## src/rtl/serial_add_ctrl.sv

```systemverilog
// Bit-serial adder sequencer: one shared full-adder slice (two half adders + OR) walks WIDTH bits LSB first.
// Optional macro SERIAL_ADD_OVF_EN adds a registered signed-overflow output (ovf).

module half_adder (
    input  logic x,
    input  logic y,
    output logic s,
    output logic c
);
    assign s = x ^ y;
    assign c = x & y;
endmodule

module serial_add_ctrl #(
    parameter int WIDTH = 8
) (
    input  logic             clk,
    input  logic             rst_n,
    input  logic             start,
    input  logic [WIDTH-1:0] a,
    input  logic [WIDTH-1:0] b,
    output logic             busy,
    output logic             done,
    output logic [WIDTH-1:0] sum,
    output logic             cout
`ifdef SERIAL_ADD_OVF_EN
    ,
    output logic             ovf
`endif
);
    localparam int CW = $clog2(WIDTH + 1);

    typedef enum logic [1:0] {IDLE, RUN, DONE} state_t;

    state_t           state, state_nxt;
    logic [WIDTH-1:0] a_sr, b_sr, sum_r;
    logic [CW-1:0]    cnt;
    logic             carry, cout_r;
    logic             s1, c1, s, c2, c;
    logic             last;

    half_adder u_ha0 (.x(a_sr[0]), .y(b_sr[0]), .s(s1), .c(c1));
    half_adder u_ha1 (.x(s1),      .y(carry),   .s(s),  .c(c2));

    assign c    = c1 | c2;
    assign last = (cnt == CW'(WIDTH - 1));

    always_comb begin
        state_nxt = state;
        case (state)
            IDLE:    if (start) state_nxt = RUN;
            RUN:     if (last) state_nxt = DONE;
            DONE:    state_nxt = IDLE;
            default: state_nxt = IDLE;
        endcase
    end

    always_ff @(posedge clk or negedge rst_n) begin
        if (!rst_n) state <= IDLE;
        else        state <= state_nxt;
    end

    // Datapath: capture on accepted start, then shift one bit per RUN cycle.
    always_ff @(posedge clk or negedge rst_n) begin
        if (!rst_n) begin
            a_sr   <= '0;
            b_sr   <= '0;
            sum_r  <= '0;
            carry  <= 1'b0;
            cout_r <= 1'b0;
            cnt    <= '0;
        end else if (state == IDLE && start) begin
            a_sr  <= a;
            b_sr  <= b;
            carry <= 1'b0;
            cnt   <= '0;
        end else if (state == RUN) begin
            sum_r <= {s, sum_r[WIDTH-1:1]};
            a_sr  <= a_sr >> 1;
            b_sr  <= b_sr >> 1;
            carry <= c;
            cnt   <= cnt + 1'b1;
            if (last) cout_r <= c;
        end
    end

`ifdef SERIAL_ADD_OVF_EN
    logic ovf_r;

    // On the MSB step the slice inputs are the sign bits of both operands.
    always_ff @(posedge clk or negedge rst_n) begin
        if (!rst_n)
            ovf_r <= 1'b0;
        else if (state == RUN && last)
            ovf_r <= (a_sr[0] == b_sr[0]) & (s != a_sr[0]);
    end

    assign ovf = ovf_r;
`endif

    assign busy = (state == RUN);
    assign done = (state == DONE);
    assign sum  = sum_r;
    assign cout = cout_r;
endmodule

```

## config.mk

```make
export PLATFORM = sky130hd
export DESIGN_NAME = serial_add_ctrl
export DESIGN_NICKNAME = d
export VERILOG_FILES = /design/src/rtl/serial_add_ctrl.sv
export SDC_FILE = /design/constraint.sdc
export NUM_CORES = 1
export LEC_CHECK = 0
export ABC_AREA = 1
export ABC_CLOCK_PERIOD_IN_PS = 1500
export CAP_MARGIN = 20
export CORE_ASPECT_RATIO = 0.6
export CORE_MARGIN = 2
export CORE_UTILIZATION = 30
export DETAILED_ROUTE_END_ITERATION = 16
export PLACE_DENSITY = 0.57
export SETUP_SLACK_MARGIN = 0.02
export SYNTH_ARGS = -nofsm -noshare
export SYNTH_HDL_FRONTEND = slang
export SYNTH_SLANG_ARGS = --single-unit
```

## constraint.sdc

```tcl
create_clock -name clk -period 1.5 [get_ports clk]
set_input_delay 0.15 -clock clk [delete_from_list [all_inputs] [get_ports clk]]
set_output_delay 0.15 -clock clk [all_outputs]
set_load 0.03 [all_outputs]
```

* Yosys cells after proc, flatten, opt, wreduce, memory -nomap -nowiden *
Cells that the tools add are included.

operators by class
  $add $sub $neg = 1
  multiply operators = 0
  divide/modulo/power cells = 0
  $lt $le $gt $ge = 0
  equality and inequality tests = 5
  shift-type cells = 0
  mux-type cells = 11
  bitwise operators = 6
  reductions and logical operators = 6

operator list
  kind                                                   count
  2-to-1 mux 8 bit                                       4
  2-to-1 mux 4 bit                                       2
  adder 4 x 1 -> 4 bit, second input constant            1
  == test 4 x 3 -> 1 bit, second input constant          1
  2-to-1 mux 2 bit                                       2
  one-hot mux 2 bit (2 select lines)                     1
  AND reduction 2 bit                                    2
  AND reduction 3 bit                                    1
  bitwise AND 1 bit                                      2
  == test 2 x 1 -> 1 bit, second input constant          1
  == test 2 bit, second input constant                   1
  zero test 2 bit                                        1
  2-to-1 mux 1 bit                                       2
  inequality test 2 x 1 -> 1 bit, second input constant  1
  inequality test 2 bit, second input constant           1
  nonzero test 2 bit                                     1
  bitwise XOR 1 bit                                      2
  logical AND 1 bit                                      1
  inverter 1 bit                                         1
  OR 1 bit                                               1

word-level totals
  register bits = 32
  latch bits = 0
  memory bits (writable) = 0
  bits in read-only memories = 0
  input bits = 19
  output and inout bits = 11
  word-level logic and storage cells = 36
  memories kept = 0

* Logic depth before layout (Yosys ltp) *
Gate-level depths: netlist of the first run.

  word-level depth = 5
  gate-level depth with buffers = 8

* Modules after synthesis *
A second synthesis of the first run with hierarchy kept.

unflattened totals
  cells, all modules = 160
  area total of the unflattened synthesis = 1,415.1 µm²

modules (own cells, without submodules)
  module           instances  cells an instance  area an instance (µm²)  sequential area each (µm²)
  serial_add_ctrl  1          158                1,390.1                 800.8
  half_adder       2          1                  12.5                    0.0

* Worst setup path after synthesis of the first run *
No wires, ideal clock.

  path kind = flip-flop to flip-flop
  start = register carry
  end = register sum_r[7] (netlist: sum[7])
  arrival time = 0.963 ns
  slack = 0.419 ns
  stages on the path, launching flop included = 4
  buffers on the path = 0
  cells stage by stage = dfrtp_1 -> fa_1 -> nand2_1 -> o21ai_2

between the ends
  cells in the longest elaborated chain, start to end = 1

RTL lines
  element                 line  source
  start, declared         38    logic carry, cout_r;
  start signal, assigned  69    carry <= 1'b0;
  start signal, assigned  75    carry <= 1'b0;
  start signal, assigned  81    carry <= c;
  bitwise XOR 1 bit       10    assign s = x ^ y;
  named net s             39    logic s1, c1, s, c2, c;
  end signal, assigned    78    sum_r <= {s, sum_r[WIDTH-1:1]};
  end, declared           36    logic [WIDTH-1:0] a_sr, b_sr, sum_r;

The timed path passes the listed nets, and every way through them passes these cells.
A chain may end at the register's enable or synchronous reset.

* Final worst setup path of the first run *
  start = register state[1]
  end = output port busy

between the ends
  cells in the longest elaborated chain, start to end = 1

RTL lines
  element                 line  source
  start, declared         35    state_t state, state_nxt;
  start signal, assigned  60    else state <= state_nxt;
  == test 2 x 1 -> 1 bit  101   assign busy = (state == RUN);
  end, declared           22    output logic busy,

Every way passes these cells.

==> metrics.cfg, run 1 <==
[global_routing]
grt_max_degree = 33
grt_pass1_wl_um = 5264
grtUsageTotal_pct = 12.72
grt_pass1_vias = 1108
overflow = 0
antenna_found_initial = 0

[final_layout]
drive_gt1_share_pct = 10.88
stdcell_count = 256
syn_to_final_growth_pct = 31.16
final_area_um2 = 1886
utilization_pct = 41.10
multi_input_area_um2 = 518.0
antenna_cells = 0
regArea_um2 = 800.8
fillers = 484
fin_nets = 213

[placement]
dp_cells = 248
port_buffers = 29
placed_cell_area_um2 = 1769
dp_slack_ns = 0.1749
gp_congestion = 0.7204
dpl.hpwl_um = 2045

[critical_path]
worst_setup_path_start_kind = register
critical-path-max-stage-delay_ns = 0.39
cp_max_fo = 15
crit_required_ns = 1.35
end_kind = output port
crit_type = register to output port
crit_chain = inv_2 > nand2_4 > inv_4 > buf_4
critPathArrivalTime_ns = 1.21
critPathSlowestCell = dfrtp_1

[pwr]
power_frac_clock_pct = 20.9
p_sw_share_pct = 39.56
vdd_drop_max_mv = 0.8201
internal_power_mw = 2.330
power_frac_seq_pct = 37.7
leakage_nw = 0.9680
p_per_area_nw_per_um2 = 2045
power.switching_mw = 1.525
p_comb_share_pct = 41.4
finalPower_mw = 3.855

[synth]
synthMuxAreaShare_pct = 0
avgSynthCellArea_um2 = 8.985
yosysWarnings = 0
synth_fa_ha_area_share_pct = 2.263
synthXorXnorAreaFrac_pct = 0
synth-seq-area-share_pct = 55.70
synth_top_family_by_area = simple AND/OR/NAND/NOR gates
synth_top_area_share_pct = 55.70
synth_nets = 181
synth_compound_area_share_pct = 5.918
synth_cells = 160
synthesis.area_um2 = 1438
synth_seq_cells = 32
ys_types = 18
netlist_top_cells_area = dfrtp_1 56%, nand2_1 14%, nand3_1 11%
synthSimpleGateAreaFrac_pct = 27.85
yosys.area.top_type = dfrtp_1

[timing]
hold_slack_ns = 0.2663
fin_skew_ns = 0.006576
tns_ns = 0
setup_violations = 0
worst_pin_slew_ns = 0.4079
drv_slew = 0
fin_crit_sh_pct = 90.87
rsz0062_at_grt = false
layout_setup_ws_ns = 0.1369
period_needed_ns = 1.363
fmaxAchievable_ghz = 0.7336
hold_viol = 0
max-slew-margin-rel_pct = 72.81

[die]
fp-row-count = 19
die_area_um2 = 5380
core_area_um2 = 4588
ios = 30
die_x_um = 93.37
start_util_pct = 31.33
die_y_um = 57.62

[cts]
cts_max_path_buffers = 2
clk_pin_slew_worst_paths_ns = 0.06
post_cts_buffers = 0
cts_tree = built
clock_latency_ns = 0.28
ctsHoldBuffers = 0
cts_buffers = 5
clock-root-buffer = clkbuf_8
htree_levels = 2
clock_sink_count = 32

[route]
vias_per_cell = 4.441
ant_nets = 0
avgRoutedWirePerCell_um = 11.89
wl_um = 3043
drc = 0
vias = 1137
drt-initial-drc-count = 47
dr.pass1.iters = 4

[flow_run]
max-cap-violations = 0

[outcome]
status = completed

[min_path]
holdCritPathClass = primary input to asynchronous set/reset pin

-- final timing paths --
kind / slack (ns) / start / end / depth (start not counted)
hold reg to reg: 0.49 / cout / cout / 2
max in group asynchronous: 0.94 / rst_n / b_sr[1] / 2
hold / removal: 0.27 / rst_n / state[1] / 2
min in group clk: 0.40 / b[7] / b_sr[7] / 3
setup reg to reg: 0.34 / state[0] / b_sr[0] / 5
setup / recovery: 0.14 / state[1] / busy / 4
-- cell usage in the layout (no fill, tap or decap), types with 5 or more instances in the layout --
master	Yosys	final
nor2_1	6	6
inv_1	8	8
dlygate4sd2_1	0	5
dfrtp_1	32	32
clkdlybuf4s50_1	0	18
clkbuf_8	0	5
dlymetal6s2s_1	0	5
nand2_1	52	52
o21ai_1	6	6
nand3_1	33	33
-- power groups by stage --
stage	sequential [mW]	clock (mW)	combinational, mW
after floorplan	1.63	0	1.01
after global placement	1.46	0	1.64
after detailed placement	1.47	0	1.64
after CTS	1.46	0.827	1.62
after global routing	1.51	0.867	1.79
final	1.45	0.806	1.59
-- what timing repair did --
action / in CTS / in global routing
setup endpoints to repair: 5 / 6
gates resized for setup: 5 / 7
gates cloned: 0 / 0
-- sequential cells by signal (all words and copies together) (netlist names) --
register and count:
a_sr 8, b_sr 8, carry 1, cnt 4
cout 1, state 2, sum 8
-- cell usage after synthesis --
| cell type | n |
|---|---|
| buf_8 | 1 |
| a21oi_1 | 1 |
| nand2_4 | 1 |
| o21ai_1 | 6 |
| o21ai_0 | 3 |
| nand2_2 | 1 |
| nand3_1 | 33 |
| fa_1 | 1 |
| inv_1 | 8 |
| nor2_1 | 6 |
| ha_1 | 1 |
| dfrtp_1 | 32 |
| nand2_1 | 52 |
| inv_2 | 3 |
| buf_4 | 1 |
| buf_6 | 4 |
| buf_2 | 2 |
| o21ai_2 | 4 |
-- layer usage --
metal	global-route usage [%]	vias to the layer above	share of wire (%)
met4	3.782	0	0.43
met3	5.072	2	7.0
met5	0	-	0
met1	19.11	532	54
li1	-	577	-
met2	16.75	26	38
-- final cells by class --
cell class	count	share of cell area (%)
flip-flops and latches	32	42.47
well taps	63	4.180
repair buffers	33	17.85
clock inverters	2	1.858
clock buffers	6	3.849
multi-input cells	109	27.47
inverters	11	2.322
-- worst max-delay path: cells and delay by family, from the launching register on --
family,cells,cell delay (ns)
simple gates,1,0.09
flops,1,0.39
buf+inv,3,0.45
-- cell families (layout without fill, tap and decap cells) --
kind of cell,count (synthesis),after routing
compound gates,14,14
fa+ha+maj,2,2
buf+inv,19,52
flops,32,32
simple gates,93,93
(Power assumes the default switching activity.)
==> inputs of run 2 (changes only) <==
- CAP_MARGIN: 20 -> 25
==> results of run 2 <==
The final DEF is identical to that of run 1; final timing and power are the same.
==> inputs of run 3 (changes only) <==
- CTS_CLUSTER_SIZE: not set -> 12
- PLACE_DENSITY: 0.57 -> not set
- SYNTH_HIERARCHICAL: not set -> 1
==> metrics.cfg, run 3 <==
[outcome]
status = completed

[synth]
netlist_top_cells_area = dfrtp_1 57%, nand2_1 14%, nand3_1 13%
avgSynthCellArea_um2 = 8.844
synth_edf_count = 0
yosysWarnings = 6
yosysMostFrequentCell = nand2_1
synth_seq_cells = 32
synth_nets = 182
synthesis.area_um2 = 1415
synth-seq-area-share_pct = 56.59
ys_types = 18
synth_ff_type = dfrtp_1
synth_top_area_share_pct = 56.59
async_reset_ff_share_pct = 100.0
yosys.area.top_type = dfrtp_1
synth_cells = 160
synth_commonest_cells = 52 x nand2_1, 38 x nand3_1, 32 x dfrtp_1, 10 x o21ai_0, 6 x inv_1

[final_layout]
final_area_um2 = 1852
mostFrequentLayoutCell = nand2_1
syn_to_final_growth_pct = 30.86
antenna_cells = 0
final_cell_mix = 52 x nand2_1, 38 x nand3_1, 32 x dfrtp_1
drive_gt1_share_pct = 8.421
fillers = 488
fin_nets = 212

[timing]
fin_skew_ns = 0.002595
setup_violations = 0
fin_crit_sh_pct = 95.92
fmaxAchievable_ghz = 0.6950
max-slew-margin-rel_pct = 72.97
rsz0062_at_grt = false
drv_slew = 0
worst_pin_slew_ns = 0.4046
hold_viol = 0
tns_ns = 0
period_needed_ns = 1.439

[die]
ios = 30
core_area_um2 = 4564
start_util_pct = 31.00
die_area_um2 = 5300
die_y_um = 57.20
fp-row-count = 19
die_x_um = 92.67

[route]
vias = 1138
drt-initial-drc-count = 117
dr.pass1.iters = 4
wl_um = 2888
vias_per_cell = 4.498
avgRoutedWirePerCell_um = 11.42
drc = 0
ant_nets = 0

[critical_path]
crit_path_start = sum[1]
path_delay_family = buffers and inverters
cp_max_fo = 2
path_buf_inv = 1
crit_chain = clkdlybuf4s50_1
worst_setup_path_start_kind = register
critPathArrivalTime_ns = 1.29
crit_required_ns = 1.35
r2r_start = b_sr[0]
end_kind = output port
crit_type = register to output port
critical-path-max-stage-delay_ns = 0.67
critPathSlowestCell = clkdlybuf4s50_1

[placement]
dpl.hpwl_um = 1827
placed_cell_area_um2 = 1742
port_buffers = 29
gp_congestion = 0.7510

[cts]
cts_tree = built
clock-root-buffer = clkbuf_8
cts_buffers = 5
post_cts_buffers = 0
htree_levels = 2
clock_latency_ns = 0.28
cts_max_path_buffers = 2
clock_sink_count = 32
ctsHoldBuffers = 0
clk_pin_slew_worst_paths_ns = 0.06

[pwr]
leakage_nw = 0.9544
vdd_drop_max_mv = 0.5347
finalPower_mw = 3.578
p_per_area_nw_per_um2 = 1932

[min_path]
holdCritPathClass = primary input to asynchronous set/reset pin

[flow_run]
max-cap-violations = 0

[global_routing]
grt_pass1_vias = 997
overflow = 0
antenna_found_initial = 0
grt_max_degree = 33
grt_pass1_wl_um = 4816
grtUsageTotal_pct = 11.95

==> run 3: worst register-to-register path: stages (launching register included) <==
cell	delay (ns)
dfrtp_1	0.38
ha_1	0.29
ha_1	0.17
or2_2	0.30
nand3_1	0.08
nand2_1	0.05
==> run 3: per-layer routing <==
| layer | share of wire (%) | track usage (%) | vias to the layer above |
|---|---|---|---|
| met1 | 53 | 18.27 | 519 |
| met2 | 38 | 15.12 | 36 |
| met3 | 7.4 | 4.491 | 3 |
| met4 | 0.93 | 4.412 | 0 |
| li1 | - | - | 580 |
| met5 | 0 | 0 | - |
==> run 3: repair_timing <==
action                     CTS  global route
gates resized for setup      4             6
setup endpoints to repair    4             6
gates cloned                 0             0
==> run 3: path summary, 6_finish.rpt <==
path                                 to  slack (ns)  cells past startpoint
worst max-delay path             sum[1]        0.06                      1
worst min-delay path             cnt[3]        0.27                      2
worst max register to register     cout        0.13                      5
worst min register to register     cout        0.47                      2
max in group asynchronous       a_sr[7]        0.93                      2
min in group clk                b_sr[7]        0.40                      3
==> run 3: logic make-up (layout without fill, tap and decap cells) <==
group,count (synthesis),count (layout),share of synthesized area (%)
compound gates,11,11,4.068
fa+ha+maj,3,3,2.653
buf+inv,17,47,6.542
flops,32,32,56.59
simple gates,97,97,30.15
==> run 3: cell type report <==
type	count	area (um2)	share of cell area, %
clock buffer	7	96.34	5.203
inverter	8	35.03	1.892
multi-input combinational	111	521.8	28.18
sequential	32	800.8	43.24
tap	63	78.83	4.257
timing repair buffer	32	319.1	17.23
==> run 3: per-stage QoR <==
stage	utilization [%]	hold slack [ns]	std cells	setup WS [ns]
after floorplan	-	-0.1456	160	0.1607
after global placement	38.16	0.4689	246	0.1326
after detailed placement	38.16	0.4612	246	0.1292
after CTS	40.24	0.2867	253	0.02622
after global routing	40.57	0.3171	253	0.02159
final	40.57	0.2696	253	0.06117
==> run 3: where the power goes <==
group	leakage, nW	switching (mW)	total (mW)	internal [mW]
registers	0.413	0.220	1.44	1.22
logic	0.491	0.892	1.42	0.528
clock network	0.0503	0.307	0.715	0.408
